[config.mk]
export PLATFORM = sky130hd
export DESIGN_NAME = pc_seq_ctrl
export DESIGN_NICKNAME = d
export VERILOG_FILES = /design/src/rtl/pc_seq_ctrl.sv
export SDC_FILE = /design/constraint.sdc
export NUM_CORES = 1
export LEC_CHECK = 0
export ABC_AREA = 1
export BUFFER_PORTS_ARGS = -buffer_cell sky130_fd_sc_hd__buf_2
export CAP_MARGIN = 20
export CORE_ASPECT_RATIO = 0.6
export CORE_MARGIN = 2
export CORE_UTILIZATION = 30
export CTS_BUF_LIST = sky130_fd_sc_hd__clkbuf_16
export DETAILED_ROUTE_END_ITERATION = 8
export PLACE_DENSITY_LB_ADDON = 0.3
export SKIP_CTS_REPAIR_TIMING = 1
export SLEW_MARGIN = 20
export SYNTH_ARGS = -nofsm -noshare
export SYNTH_HDL_FRONTEND = slang
export SYNTH_SLANG_ARGS = --single-unit
export TNS_END_PERCENT = 100
[constraint.sdc]
create_clock -name clk -period 7.7 [get_ports clk]
set_input_delay 0.385 -clock clk [delete_from_list [all_inputs] [get_ports clk]]
set_output_delay 0.385 -clock clk [all_outputs]
set_load 0.1 [all_outputs]
[src/rtl/pc_seq_ctrl.sv]
// Purpose : program-counter sequencer; holds the fetch PC and drives fetch requests
//           over a valid/ready handshake, applying trap > redirect > accept > stall/halt.
// Latency : all outputs registered; a request appears the cycle after IDLE sees !stall.
// Backpressure: a raised request holds valid/addr until accepted, trapped or redirected;
//           stall only blocks new requests, it never withdraws a pending one.
//
// Ports:
//   clk, rst                         clock, async active-high reset
//   stall, halt_req, resume          flow control / halt entry and exit
//   redirect_valid, redirect_target  branch/jump load of the PC
//   trap_req                         trap entry (PC -> TRAP_VECTOR, PC saved in epc)
//   fetch_ready / fetch_valid        instruction-fetch handshake
//   fetch_addr                       current PC (request address)
//   fetch_flush                      one-cycle pulse after trap/redirect
//   epc, halted, fetch_cnt           trap PC, halt status, accepted-request count
//   misalign                         one-cycle pulse on misaligned redirect
//
// Build option: define PC_ALIGN_CHECK_EN to turn misaligned redirect targets into traps;
// without it the low two target bits are cleared and misalign is tied low.
module pc_seq_ctrl #(
    parameter int              XLEN         = 64,
    parameter logic [XLEN-1:0] RESET_VECTOR = '0,
    parameter logic [XLEN-1:0] TRAP_VECTOR  = 'h100,
    parameter int              CNT_W        = 32
) (
    input  logic             clk,
    input  logic             rst,
    input  logic             stall,
    input  logic             halt_req,
    input  logic             resume,
    input  logic             redirect_valid,
    input  logic [XLEN-1:0]  redirect_target,
    input  logic             trap_req,
    input  logic             fetch_ready,
    output logic             fetch_valid,
    output logic [XLEN-1:0]  fetch_addr,
    output logic             fetch_flush,
    output logic [XLEN-1:0]  epc,
    output logic             halted,
    output logic [CNT_W-1:0] fetch_cnt,
    output logic             misalign
);

    typedef enum logic [1:0] {
        BOOT = 2'd0,
        IDLE = 2'd1,
        REQ  = 2'd2,
        HALT = 2'd3
    } state_t;

    state_t          state;
    logic [XLEN-1:0] pc;
    logic [XLEN-1:0] pc_inc;
    logic [XLEN-1:0] redir_pc;
    logic            accept;

    assign fetch_addr = pc;
    assign accept     = fetch_valid & fetch_ready;
    assign pc_inc     = pc + {{(XLEN-3){1'b0}}, 3'b100};

`ifdef PC_ALIGN_CHECK_EN
    logic misalign_q;
    assign misalign = misalign_q;
    assign redir_pc = redirect_target;
`else
    assign misalign = 1'b0;
    // Instructions are word aligned; drop the low bits rather than fault.
    assign redir_pc = {redirect_target[XLEN-1:2], 2'b00};
`endif

    always_ff @(posedge clk or posedge rst) begin
        if (rst) begin
            state       <= BOOT;
            pc          <= RESET_VECTOR;
            epc         <= '0;
            fetch_cnt   <= '0;
            fetch_valid <= 1'b0;
            fetch_flush <= 1'b0;
            halted      <= 1'b0;
`ifdef PC_ALIGN_CHECK_EN
            misalign_q  <= 1'b0;
`endif
        end else begin
            fetch_flush <= 1'b0;
`ifdef PC_ALIGN_CHECK_EN
            misalign_q  <= 1'b0;
`endif
            if (state != BOOT && trap_req) begin
                // Any same-cycle accept is dropped: no PC advance, no count.
                epc         <= pc;
                pc          <= TRAP_VECTOR;
                fetch_flush <= 1'b1;
                fetch_valid <= 1'b0;
                halted      <= 1'b0;
                state       <= IDLE;
            end else if (state != BOOT && redirect_valid) begin
`ifdef PC_ALIGN_CHECK_EN
                if (|redirect_target[1:0]) begin
                    epc         <= redirect_target;
                    pc          <= TRAP_VECTOR;
                    fetch_flush <= 1'b1;
                    misalign_q  <= 1'b1;
                    fetch_valid <= 1'b0;
                    halted      <= 1'b0;
                    state       <= IDLE;
                end else
`endif
                if (state == HALT) begin
                    // Nothing in flight while halted, so no flush is needed.
                    pc <= redir_pc;
                end else begin
                    pc          <= redir_pc;
                    fetch_flush <= 1'b1;
                    fetch_valid <= 1'b0;
                    state       <= IDLE;
                end
            end else begin
                case (state)
                    BOOT: state <= IDLE;
                    IDLE: begin
                        if (halt_req) begin
                            state  <= HALT;
                            halted <= 1'b1;
                        end else if (!stall) begin
                            state       <= REQ;
                            fetch_valid <= 1'b1;
                        end
                    end
                    REQ: begin
                        // halt_req and stall only take effect once the request retires.
                        if (accept) begin
                            pc        <= pc_inc;
                            fetch_cnt <= fetch_cnt + {{(CNT_W-1){1'b0}}, 1'b1};
                            if (halt_req) begin
                                state       <= HALT;
                                halted      <= 1'b1;
                                fetch_valid <= 1'b0;
                            end else if (stall) begin
                                state       <= IDLE;
                                fetch_valid <= 1'b0;
                            end
                        end
                    end
                    HALT: begin
                        if (resume) begin
                            state  <= IDLE;
                            halted <= 1'b0;
                        end
                    end
                    default: state <= IDLE;
                endcase
            end
        end
    end

endmodule

==> flow_summary.yaml <==
die:
  die_y_um: 140
  core_sq_mm: 0.0302
  die_x_um: 231
  pin_count: 236
  fp-row-count: 49
  start_util_pct: 30.7
  die_area_sq_mm: 0.0324
clock_tree:
  htreeDepth: 4
  cts_tree: "done"
  clock_sinks: 161
  cts_buffer_depth: 2
  clk_pin_slew_ps: 60
  cts-root-buf: "clkbuf_16"
  numCtsBuffers: 17
  clock_latency_ps: 450
setup_path:
  path_class: "reg -> reg"
  cp_max_fo: 67
  critPathRequiredTime_ps: 8070
  cp_slowest_cell: "nor2_2"
  cp_common_cell: "inv_1"
  cp_data_arrival_time_ps: 3600
  path_buf_inv: 5
  end_kind: "flop"
  slowest_delay_ps: 610
  cp-start-kind: "flop"
  crit_chain: "inv_1 > ha_1 > nand3_4 > clkinv_2 > nor2_2 > inv_2 > buf_4 > nand2_1 > inv_1 > a21oi_1"
  crit_family: "buffers and inverters"
timing:
  worst_pin_slew_ps: 964
  skew_ps: 8.62
  setup_viol: 0
  max_slew_margin_pct: 35.7
  rsz0062_at_grt: "false"
  setup_tns_ps: 0
  min_period_over_period_pct: 41.9
  timing.final.crit_period_ps: 3230
  fmax_ghz: 0.310
  finalHoldViolations: 0
  drv_slew: 0
global_routing:
  grt_max_degree: 116
  grt_pass1_wl_um: 53000
  first_global_vias: 8663
  overflow: 0
  grt_usage_pct: 21.7
  antenna_found_initial: 2
status:
  status: "complete, no violations"
placement:
  dp.cells: 1914
  dpl_cell_area_sq_mm: 0.0108
  place_hpwl_um: 26400
  gp_congestion: 0.939
  io_buffers: 228
drt:
  vias: 9296
  drtAntennaViolNets: 0
  via_per_inst: 4.77
  drtPass1Iterations: 5
  route.detailed.drc: 0
  first_iter_violations: 1051
  finalWirelength_um: 34500
  drt-wirelength-per-cell_um: 17.7
finish:
  final-instance-count-excl-fill: 1948
  layout_commonest_cell: "nand2_1"
  final_cell_mix: "nand2_1 (443), buf_2 (228), nor2_1 (177), dfrtp_1 (161), inv_1 (141)"
  drive_above_1_share_pct: 20.2
  fin_area_sq_mm: 0.0113
  area_growth_syn_to_layout_pct: 22.1
  final_nets: 1603
  n_fill_cell: 3269
synthesis:
  yosysSeqAreaShare_pct: 43.3
  synth_cell_types: 36
  ys_seq_elements: 161
  syn_avg_cell_area_sq_um: 7.08
  synthCells: 1312
  yosysWarnings: 0
  synth_area_sq_mm: 0.00929
run:
  drv_cap: 0
worst_hold_path:
  hold_class: "in -> async"
-- worst reg2reg max path: cells and delay by family, from the launching register on --
kind                     cells  cell delay [ps]
adder cells (fa/ha/maj)      1              290
buffers and inverters        5             1260
AND/OR/NAND/NOR              3             1030
AO/OA/AOI/OAI                1              130
flip-flops                   1              440
-- worst paths after layout --
kind | start | endpoint | slack (ps) | cells past startpoint
max | state[0] | fetch_addr[38] | 4470 | 10
min | rst | fetch_cnt[27] | 110 | 2
max reg2reg | state[0] | fetch_addr[38] | 4470 | 10
min reg2reg | epc[17] | epc[17] | 480 | 2
max in group asynchronous | rst | epc[47] | 6030 | 3
min in group clk | redirect_target[14] | fetch_addr[14] | 190 | 3
-- sequential cells by signal, summed over array words and instances, names as in the netlist --
name         flops
fetch_addr      62
fetch_cnt       32
epc             62
halted           1
fetch_flush      1
fetch_valid      1
state            2
-- metrics by stage --
| step | hold WS [ps] | worst slack [ps] | utilization (%) |
|---|---|---|---|
| after global routing | 176 | 4250 | 37.5 |
| after floorplan | 503 | 2970 | - |
| after CTS | 168 | 4530 | 37.5 |
| after detailed placement | 460 | 4540 | 35.7 |
| after global placement | 459 | 4570 | 35.7 |
| final | 114 | 4470 | 37.5 |
-- layer usage --
metal	wire [um]	track usage (%)	vias up
li1	-	-	4544
met1	17600	34.5	4381
met2	13100	27.7	345
met3	3340	6.31	26
met4	484	5.20	0
met5	0	0	-
-- final cells by class --
type                       instances  area [sq um]  share of cell area [%]
timing repair buffer             233          1180                    10.4
tap                              408           510                    4.50
inverter                         147           558                    4.92
clock inverter                    15           121                    1.07
clock buffer                      17           425                    3.75
multi-input combinational        965          4510                    39.8
sequential                       161          4030                    35.5
antenna                            2          5.00                  0.0441
-- Yosys cell counts, drive strengths merged --
| cell | number | area, sq um |
|---|---|---|
| nand3b | 1 | 7.51 |
| nand3 | 67 | 353 |
| clkbuf | 21 | 78.8 |
| dfrtp | 161 | 4030 |
| nand4 | 18 | 128 |
| a22oi | 9 | 67.6 |
| buf | 22 | 139 |
| clkinv | 1 | 5.00 |
| o31ai | 2 | 15.0 |
| o32ai | 1 | 8.76 |
| o211ai | 3 | 22.5 |
| conb | 1 | 3.75 |
| ha | 6 | 75.1 |
| nor2 | 199 | 858 |
| xnor2 | 10 | 95.1 |
| a21oi | 37 | 185 |
| a32o | 1 | 10.0 |
| inv | 146 | 548 |
| nand2 | 458 | 1780 |
| o21ai | 85 | 425 |
| a31oi | 16 | 100 |
| xor2 | 34 | 298 |
| nor3 | 13 | 65.1 |
-- cell families after synthesis --
family | count (synthesis) | synth area share, %
AOI/OAI and AO/OA | 154 | 8.98
and+or+nand+nor | 756 | 34.3
DFF | 161 | 43.3
other | 1 | 0.0403
xor gates and xnor gates | 44 | 4.23
buffers and inverters | 190 | 8.29
adders and majority gates | 6 | 0.808
Power is not shown: default switching activity piles up to over one toggle a cycle in this logic, so the estimate is an artifact.
